`config.mk`:
```
export PLATFORM = sky130hd
export DESIGN_NAME = cas_player
export DESIGN_NICKNAME = d
export VERILOG_FILES = /design/src/rtl/ht1080z_cas_pkg.sv /design/src/rtl/cas_us_tick.sv /design/src/rtl/cas_player.sv
export SDC_FILE = /design/constraint.sdc
export NUM_CORES = 1
export LEC_CHECK = 0
export CORE_ASPECT_RATIO = 1.5
export CORE_MARGIN = 1
export CORE_UTILIZATION = 62
export DETAILED_ROUTE_END_ITERATION = 10
export PLACE_DENSITY = 0.87
export RECOVER_POWER = 100
export SETUP_SLACK_MARGIN = 0.5
export SYNTH_ARGS = -nofsm -noshare
export SYNTH_HDL_FRONTEND = slang
export SYNTH_SLANG_ARGS = --single-unit
```
`constraint.sdc`:
```
create_clock -name clk_sys -period 11.5 [get_ports clk_sys]
set_input_delay 1.725 -clock clk_sys [delete_from_list [all_inputs] [get_ports clk_sys]]
set_output_delay 1.725 -clock clk_sys [all_outputs]
set_load 0.01 [all_outputs]
```
`src/rtl/ht1080z_cas_pkg.sv`:
```
// Shared definitions for the HT-1080Z cassette playback block:
// FSM state encoding and default tape timing constants.
package ht1080z_cas_pkg;

    typedef enum logic [1:0] {
        ST_IDLE  = 2'd0,
        ST_FETCH = 2'd1,
        ST_CELL  = 2'd2,
        ST_DONE  = 2'd3
    } cas_state_t;

    localparam int DEF_CLK_HZ   = 42_000_000;
    localparam int DEF_PULSE_US = 128;
    localparam int DEF_CELL_US  = 2000;

endpackage

```
`src/rtl/cas_us_tick.sv`:
```
// Microsecond prescaler: one-cycle tick every DIV enabled clocks.
// The count holds while en is low, so a paused tape resumes mid-microsecond.
module cas_us_tick #(
    parameter int DIV = 42
) (
    input  logic clk_sys,
    input  logic reset,
    input  logic en,
    output logic tick
);

    localparam int W = (DIV > 1) ? $clog2(DIV) : 1;
    localparam logic [W-1:0] LAST = W'(DIV - 1);

    logic [W-1:0] cnt;

    always_ff @(posedge clk_sys) begin
        if (reset) begin
            cnt <= '0;
        end else if (en) begin
            cnt <= (cnt == LAST) ? '0 : cnt + W'(1);
        end
    end

    assign tick = en && (cnt == LAST);

endmodule

```
`src/rtl/cas_player.sv`:
```
// Cassette image player: streams bytes from a buffer as 500-baud pulse cells,
// clock pulse at cell start plus a mid-cell pulse for each 1 bit, MSB first.
module cas_player
    import ht1080z_cas_pkg::*;
#(
    parameter int CLK_HZ   = DEF_CLK_HZ,
    parameter int PULSE_US = DEF_PULSE_US,
    parameter int CELL_US  = DEF_CELL_US
) (
    input  logic        clk_sys,
    input  logic        reset,
    input  logic        motor,
    input  logic        rewind,
    input  logic [15:0] tape_len,
    output logic        mem_rd,
    output logic [15:0] mem_addr,
    input  logic        mem_ack,
    input  logic [7:0]  mem_data,
    output logic        cas_out,
    output logic        playing,
    output logic        eot,
    output logic [15:0] tape_pos
);

    localparam int DIV = CLK_HZ / 1_000_000;
    localparam int CW  = $clog2(CELL_US);
    localparam logic [CW-1:0] CELL_LAST = CW'(CELL_US - 1);
    localparam logic [CW-1:0] PULSE_END = CW'(PULSE_US);
    localparam logic [CW-1:0] HALF      = CW'(CELL_US / 2);
    localparam logic [CW-1:0] HALF_END  = CW'(CELL_US / 2 + PULSE_US);

    cas_state_t    state;
    logic [15:0]   len_q;
    logic [7:0]    shift_q;
    logic [7:0]    next_q;
    logic          next_full;
    logic          wait_next;
    logic [2:0]    bit_idx;
    logic [CW-1:0] cell_us;

    logic          us_tick;
    logic          ack;
    logic          have_next;
    logic          more_bytes;
    logic          restart;
    logic [16:0]   pos_inc;
    logic [7:0]    next_byte;

    // Acks are only meaningful against our own outstanding request; late
    // strobes after reset or rewind fall away here.
    assign ack        = mem_ack && mem_rd;
    assign pos_inc    = {1'b0, tape_pos} + 17'd1;
    assign more_bytes = pos_inc < {1'b0, len_q};
    assign have_next  = next_full || ack;
    assign next_byte  = next_full ? next_q : mem_data;

    // A byte that starts a cell after a gap re-phases the prescaler, so its
    // first clock pulse begins the cycle after the ack and lasts full width.
    assign restart = !rewind &&
                     ((state == ST_FETCH && ack) ||
                      (state == ST_CELL && wait_next && motor && have_next));

    cas_us_tick #(
        .DIV (DIV)
    ) u_us_tick (
        .clk_sys (clk_sys),
        .reset   (reset || restart),
        .en      (motor),
        .tick    (us_tick)
    );

    assign playing = motor && (state == ST_FETCH || state == ST_CELL);

    assign cas_out = motor && (state == ST_CELL) && !wait_next &&
                     ((cell_us < PULSE_END) ||
                      (shift_q[bit_idx] && cell_us >= HALF && cell_us < HALF_END));

    always_ff @(posedge clk_sys) begin
        if (reset || rewind) begin
            state     <= ST_IDLE;
            tape_pos  <= '0;
            len_q     <= '0;
            shift_q   <= '0;
            next_q    <= '0;
            next_full <= 1'b0;
            wait_next <= 1'b0;
            bit_idx   <= '0;
            cell_us   <= '0;
            mem_rd    <= 1'b0;
            mem_addr  <= '0;
            eot       <= 1'b0;
        end else begin
            if (ack) begin
                mem_rd <= 1'b0;
            end

            case (state)
                ST_IDLE: begin
                    if (motor && tape_pos < tape_len) begin
                        len_q    <= tape_len;
                        mem_rd   <= 1'b1;
                        mem_addr <= tape_pos;
                        state    <= ST_FETCH;
                    end
                end

                ST_FETCH: begin
                    if (ack) begin
                        shift_q <= mem_data;
                        bit_idx <= 3'd7;
                        cell_us <= '0;
                        state   <= ST_CELL;
                    end
                end

                ST_CELL: begin
                    if (ack) begin
                        next_q    <= mem_data;
                        next_full <= 1'b1;
                    end

                    if (wait_next) begin
                        if (restart) begin
                            tape_pos  <= pos_inc[15:0];
                            shift_q   <= next_byte;
                            bit_idx   <= 3'd7;
                            cell_us   <= '0;
                            next_full <= 1'b0;
                            wait_next <= 1'b0;
                        end
                    end else if (us_tick) begin
                        if (cell_us != CELL_LAST) begin
                            cell_us <= cell_us + CW'(1);
                        end else if (bit_idx != 3'd0) begin
                            bit_idx <= bit_idx - 3'd1;
                            cell_us <= '0;
                            // Entering the last cell: fetch the following byte early.
                            if (bit_idx == 3'd1 && more_bytes) begin
                                mem_rd   <= 1'b1;
                                mem_addr <= pos_inc[15:0];
                            end
                        end else if (!more_bytes) begin
                            tape_pos <= pos_inc[15:0];
                            eot      <= 1'b1;
                            state    <= ST_DONE;
                        end else if (have_next) begin
                            tape_pos  <= pos_inc[15:0];
                            shift_q   <= next_byte;
                            bit_idx   <= 3'd7;
                            cell_us   <= '0;
                            next_full <= 1'b0;
                        end else begin
                            wait_next <= 1'b1;
                        end
                    end
                end

                default: begin
                end
            endcase
        end
    end

endmodule

```
==> metrics.md, run 1 <==
| Metric | Value |
|---|---|
| Worst vdd ir | 0.105 mV |
| Vias per cell | 6.67 |
| Slew margin rel. | -105% |
| Worst-Margin Slew | 3.08 ns |
| I/O Buffers | 64 |
| Syn Nets | 765 |
| Seq/Total Area, Yosys | 31.3% |
| Resized cells post-CTS | 0 |
| Count of flip-flops with a built-in enable after synthesis | 0 |
| Clock buffer count from CTS | 9 |
| Power Density | 111 mW/mm^2 |
| Max stage delay on crit path | 1.52 ns |
| Area Growth Syn to Fin | 16.7% |
| Asr flop ratio synth | 0% |
| Die Height | 120 um |
| Mean Syn Cell Area | 8.29 sq um |
| CP dominant cell by count | nand3_1 |
| Post-Place Worst Slack | 6.48 ns |
| DRT iter0 DRCs | 417 |
| Post-synthesis cell count | 693 |
| # nets final | 803 |
| Hold Crit Class | reg2reg |
| Antenna diodes | 0 |
| Clock Tree Buf Depth | 2 |
| Initial antenna violation count | 0 |
| CTS Root Cell | clkbuf_16 |
| DRT Wirelength | 15,700 um |
| Period minus WS final | 5.57 ns |
| Clk_lat worst skew | 0.35 ns |
| Clock skew | 0.00712 ns |
| Final setup margin | 5.93 ns |
| Fin Setup TNS | 0 ns |
| Clk sinks | 90 |
| Slowest stage cell, crit path | o2bb2ai_1 |
| CTS tree | built |
| H-tree Lvls | 3 |
| Cts hold-fix bufs | 0 |
| Hold Slack | 0.455 ns |
| Mapped cell area | 0.00575 sq mm |
| Final setup vio count | 0 |
| Storage element area | 0.00180 sq mm |
| Global route overflow | 0 |
| Share of cells above drive strength 1 | 6.11% |
| Slew Limit Fails | 77 |
| Final Hold Viols | 0 |
| Die W | 80.6 um |
| CP cell instances | nand3_1 -> nor3_1 -> nand3_1 -> xnor2_1 -> ha_1 -> and3_1 -> nand4_1 -> a211oi_1 -> nor4_2 -> o2bb2ai_1 -> mux2i_1 |
| Detailed Routing Iterations Pass 1 | 8 |
| WS Path Type | reg2reg |
| Status | finished, violations left |
| Maximum number of pins on one net before global-route repair | 60 |
| Post-layout util | 75.1% |
| Setup repair bufs after CTS | 0 |
| #FFs+latches synth | 90 |
| Layout fillers | 662 |
| Ys Warns | 0 |
| First-pass GRT wire length | 25,300 um |
| Max-cap viol count | 2 |
| CP Capture Type | register |
| Failing checks | capacitance limit, slew limit |
| DP HPWL | 10,800 um |
| Initial core utilization | 64.3% |
| RSZ-0062 raised after global routing | no |
| CP required | 11.66 ns |
| Core area | 0.00893 sq mm |
| Crit path max fanout | 16 |
| CP Launch Type | register |
| Max Clock Freq | 179 MHz |
| Worst-path clk slew | 0.07 ns |
| Static Leak | 2.76 nW |
| Remaining DRCs | 0 |
| Final GP Congestion | 0.862 |
| Via Count | 5,639 |
| Worst endpoint data arrival time | 5.73 ns |
| Synth Flop Type | dfxtp_1 |
| Die area | 0.00967 sq mm |
| Routed wire per std cell | 18.5 um |
| Number of top-level pins | 65 |
| Final Cycle Share | 48.5% |
| Post-route ant nets | 0 |
| Synth unique cells | 66 |
| Multi-input gate area | 0.00360 sq mm |
| Vias in the first global route | 5,544 |
| # rows | 42 |
| Total GRT Usage | 33.6% |
-- cells by family after synthesis --
| family | share of synthesized area [%] |
|---|---|
| and+or+nand+nor | 23.7 |
| buffers and inverters | 6.05 |
| adders and majority gates | 9.36 |
| xor gates and xnor gates | 5.18 |
| AOI/OAI and AO/OA | 17.2 |
| muxes | 7.07 |
| DFF | 31.3 |
-- report_power, final --
part | switching, mW | internal (mW)
Combinational | 0.0554 | 0.0360
Clock | 0.133 | 0.199
Sequential | 0.00455 | 0.317
Total | 0.193 | 0.552
-- layout make-up --
cell class	instances	share of cell area, %
sequential	90	26.9
timing repair buffer	69	10.1
tap	110	2.05
clock buffer	10	3.56
clock inverter	6	1.44
multi-input combinational	519	53.7
inverter	42	2.35
-- state kept, by name, summed over array words and instances, names as in the netlist --
signal,count
u_us_tick.cnt,6
next_full,1
state,2
shift_q,8
len_q,16
eot,1
tape_pos,16
wait_next,1
mem_rd,1
mem_addr,16
next_q,8
bit_idx,3
cell_us,11
-- Yosys cell counts (3+ instances only) --
master	instances	area share, %
xnor2_1	25	3.8
xor2_1	9	1.4
a21o_1	7	0.91
clkbuf_1	26	1.7
o311ai_0	5	0.76
o21ai_0	12	1.0
mux2i_1	35	6.1
nor2_1	40	2.6
inv_1	42	2.7
and4_1	7	1.1
nand2b_1	4	0.44
nand4_1	20	2.2
nor3_1	17	1.5
dfxtp_1	90	31
nor2_2	9	0.98
a21oi_1	41	3.6
nor2b_1	3	0.33
ha_1	43	9.4
o21a_1	3	0.39
a31oi_1	8	0.87
a211oi_1	11	1.4
o31ai_1	9	1.2
a41o_1	4	0.70
nor4_1	4	0.44
and3_1	19	2.1
and2_1	4	0.44
nand3_1	24	2.1
buf_2	11	0.96
or4_1	7	0.91
a221oi_1	5	0.76
a2111oi_0	8	1.2
nand3b_1	3	0.39
nand2_1	91	5.9
or3_1	7	0.76
-- critical path: cells and delay by family, from the launching register on --
family                   cells  cell delay, ns
multiplexers                 1            0.22
AND/OR/NAND/NOR              6            1.96
AO/OA/AOI/OAI                2            2.09
flip-flops                   1            0.61
XOR/XNOR                     1            0.21
adder cells (fa/ha/maj)      1            0.28
-- through the flow --
stage,power (mW),cells,area (sq um)
2_1_floorplan,0.390,693,5750
3_3_place_gp,0.413,830,6380
3_5_place_dp,0.417,830,6380
4_1_cts,0.743,846,6720
5_1_grt,0.767,846,6710
6_report,0.745,846,6710
-- routing by layer --
metal	vias to the layer above	routed length [um]	GRT usage (%)
met5	-	0	0
met4	0	1010	23.9
met3	91	941	6.39
met2	309	8100	59.3
met1	2652	5640	34.4
li1	2587	-	-
-- layout by cell type, fill, tap and decap left out, types with 19 or more instances in the layout --
master	count
nand2_1	91
dfxtp_1	90
ha_1	43
inv_1	42
a21oi_1	41
nor2_1	39
dlygate4sd3_1	37
mux2i_1	35
clkdlybuf4s50_1	27
xnor2_1	25
nand3_1	24
nand4_1	20
and3_1	19
-- path summary, 6_finish.rpt --
| kind | start | to | slack [ns] | cells after the start |
|---|---|---|---|---|
| min | next_q[1]$_SDFFE_PP0P_ | next_q[1]$_SDFFE_PP0P_ | 0.46 | 2 |
| max reg2reg | tape_pos[4]$_SDFFE_PP0P_ | mem_addr[10]$_SDFFE_PP0P_ | 5.93 | 11 |
| min reg2reg | next_q[1]$_SDFFE_PP0P_ | next_q[1]$_SDFFE_PP0P_ | 0.46 | 2 |
| max | tape_pos[4]$_SDFFE_PP0P_ | mem_addr[10]$_SDFFE_PP0P_ | 5.93 | 11 |
Power figures use the tool's default switching activity.
==> run 2: changes to the inputs <==
Settings changed: CORE_UTILIZATION 62 to 52, PLACE_DENSITY 0.87 to 0.78.
Clock period 11.5 ns to 4.84 ns, I/O delays scaled along.
==> metrics.md, run 2 (synthesis gave the netlist of run 1 again) <==
| Metric | Value |
|---|---|
| Hold Crit Class | reg2reg |
| Commonest non-fill, non-tap cell in the layout | nand2_1 |
| Clk_lat worst skew | 0.35 ns (about the same) |
| Max Clock Freq | 229 MHz |
| Antenna diodes | 0 (unchanged) |
| CP Capture Type | register |
| Internal cell power | 1.24 mW (+130%) |
| Clock buffer count from CTS | 9 (unchanged) |
| Final GP Congestion | 0.982 (+14%) |
| Vias per cell | 6.21 (-6.8%) |
| First-pass GRT wire length | 25,200 um (-0.19%) |
| Max stage delay on crit path | 1.48 ns (-0.04 ns) |
| CTS tree | built |
| Gate power share | 12.9% (+0.6 points) |
| Worst hold start | next_q[6]$_SDFFE_PP0P_ |
| Initial core utilization | 54.0% (-10 points) |
| Maximum number of pins on one net before global-route repair | 47 (-22%) |
| Share of cells above drive strength 1 | 6.87% (+0.76 points) |
| Area Growth Syn to Fin | 17.6% |
| Critical Path Start | tape_len[13] |
| Global route overflow | 0 (unchanged) |
| Setup repair bufs after CTS | 0 (unchanged) |
| Fin Setup TNS | 0 ns (unchanged) |
| Post-DP Area | 0.00647 sq mm (+1.4%) |
| DP HPWL | 11,500 um (+5.8%) |
| # nets final | 809 (+0.75%) |
| CP Launch Type | input pin |
| Storage element area | 0.00180 sq mm (unchanged) |
| Vias in the first global route | 5,315 (-4.1%) |
| Tot Pwr | 1.70 mW (+130%) |
| Period minus WS final | 4.36 ns |
| Worst endpoint data arrival time | 4.58 ns (-1.15 ns) |
| Worst-Margin Slew | 1.76 ns (-1.31 ns) |
| Initial antenna violation count | 0 (unchanged) |
| Via Count | 5,502 (-2.4%) |
| Die Height | 131 um (+9.0%) |
| H-tree Lvls | 3 (unchanged) |
| WS Path Type | in2reg |
| Final setup vio count | 0 (unchanged) |
| Most frequent cells in the layout | nand2_1 (91), dfxtp_1 (90), ha_1 (43) |
| Routed wire per std cell | 17.5 um (-5.5%) |
| Remaining DRCs | 0 (unchanged) |
| Slew Limit Fails | 7 (-91%) |
| CTS Root Cell | clkbuf_16 |
| Largest regs | len_q (16), mem_addr (16), tape_pos (16) |
| Reg2reg start | tape_pos[0]$_SDFFE_PP0P_ |
| Resized cells post-CTS | 0 (unchanged) |
| Status | finished, violations left |
| Worst vdd ir | 0.185 mV (+76%) |
| Failing checks | capacitance limit, slew limit |
| Die W | 87.8 um (+9.0%) |
| Max-cap viol count | 1 (-1) |
| Final Cell Area | 0.00676 sq mm (+0.80%) |
| Slew margin rel. | -17.9% (+87 points) |
| Layout fillers | 907 (+37%) |
| Cts hold-fix bufs | 0 (unchanged) |
| Die area | 0.0115 sq mm (+19%) |
| Final Hold Viols | 0 (unchanged) |
| Number of top-level pins | 65 (unchanged) |
| Sw Ratio | 26.9% (+0.99 points) |
| Flop pwr share | 44.9% (+1.8 points) |
| Clock Tree Buf Depth | 2 (unchanged) |
| DRT iter0 DRCs | 392 (-6.0%) |
| Total GRT Usage | 28.5% (-5.1 points) |
| # rows | 46 (+9.5%) |
| Multi-input gate area | 0.00360 sq mm (+0.10%) |
| Clock skew | 0.00413 ns (-0.00300 ns) |
| Psw | 0.458 mW (+140%) |
| Slowest stage cell, crit path | a2111oi_1 |
| CP cell instances | clkdlybuf4s50_1 -> inv_1 -> ha_1 -> a211oi_2 -> nor2_1 -> or4b_4 -> a2111oi_1 -> buf_4 -> mux2i_1 -> nor2_2 |
| Crit path max fanout | 12 (-4) |
| Worst-path clk slew | 0.07 ns (about the same) |
| RSZ-0062 raised after global routing | no |
| Core area | 0.0106 sq mm (+19%) |
| Clock power share | 42.3% (-2.3 points) |
| Static Leak | 2.77 nW (+0.26%) |
| Clk sinks | 90 (unchanged) |
| Final Cycle Share | 90.2% |
| Power Density | 252 mW/mm^2 (+130%) |
| DRT Wirelength | 15,500 um (-1.0%) |
| I/O Buffers | 64 (unchanged) |
| Post-route ant nets | 0 (unchanged) |
| Detailed Routing Iterations Pass 1 | 5 (-3) |
| CP required | 5.06 ns (-6.60 ns) |
run 2: changes by cell type in the layout (fill, tap and decap cells not counted), sizes merged:
cell / change
clkinv: +1
bufinv: -1
clkinvlp: +1
clkdlybuf4s50: +2
buf: +5
dlygate4sd3: -2
run 2: metal layers:
layer | wire length [um] | track usage [%] | up-vias
li1 | - | - | 2585
met2 | 8080 | 52.6 | 210
met1 | 5730 | 28.6 | 2642
met5 | 0 | 0 | -
met4 | 948 | 19.2 | 0
met3 | 765 | 5.15 | 65
run 2: cell type report:
class / count / area share [%]
Sequential cell: 90 / 26.7
Clock buffer: 9 / 3.33
Tap cell: 144 / 2.67
Clock inverter: 7 / 1.13
Multi-Input combinational cell: 519 / 53.3
Timing Repair Buffer: 75 / 10.6
Inverter: 42 / 2.33
run 2: power groups by stage:
stage / logic, mW / registers, mW / clock network (mW)
after CTS: 0.217 / 0.764 / 0.727
after global routing: 0.239 / 0.765 / 0.758
final: 0.219 / 0.764 / 0.719
after global placement: 0.209 / 0.780 / 0
after floorplan: 0.150 / 0.778 / 0
after detailed placement: 0.216 / 0.780 / 0
run 2: stage by stage:
stage                     std cells  hold WS [ns]  util [%]  setup slack [ns]
after floorplan                 693         0.432         -             0.846
final                           886         0.452      63.5             0.476
after global placement          870         0.438      60.8             0.907
after global routing            886         0.479      63.5             0.260
after CTS                       886         0.455      63.6             0.713
after detailed placement        870         0.446      60.8             0.745
run 2: path summary, 6_finish.rpt:
kind                                    end  slack, ns  cells after the start
setup / recovery      len_q[6]$_SDFFE_PP0P_       0.48                     10
setup reg to reg  tape_pos[11]$_SDFFE_PP0P_       0.60                     13
hold reg to reg      next_q[6]$_SDFFE_PP0P_       0.45                      2
hold / removal       next_q[6]$_SDFFE_PP0P_       0.45                      2
run 2: critical path, delay by kind of cell:
family | cells | cell delay (ns)
and+or+nand+nor | 3 | 0.65
buffers and inverters | 3 | 0.98
adders and majority gates | 1 | 0.31
AOI/OAI and AO/OA | 2 | 1.66
muxes | 1 | 0.26
==> run 3: changes to the inputs <==
Settings changed: SLEW_MARGIN from default to 20.
==> results of run 3 <==
Final layout, timing and power as in run 2 (identical DEF).
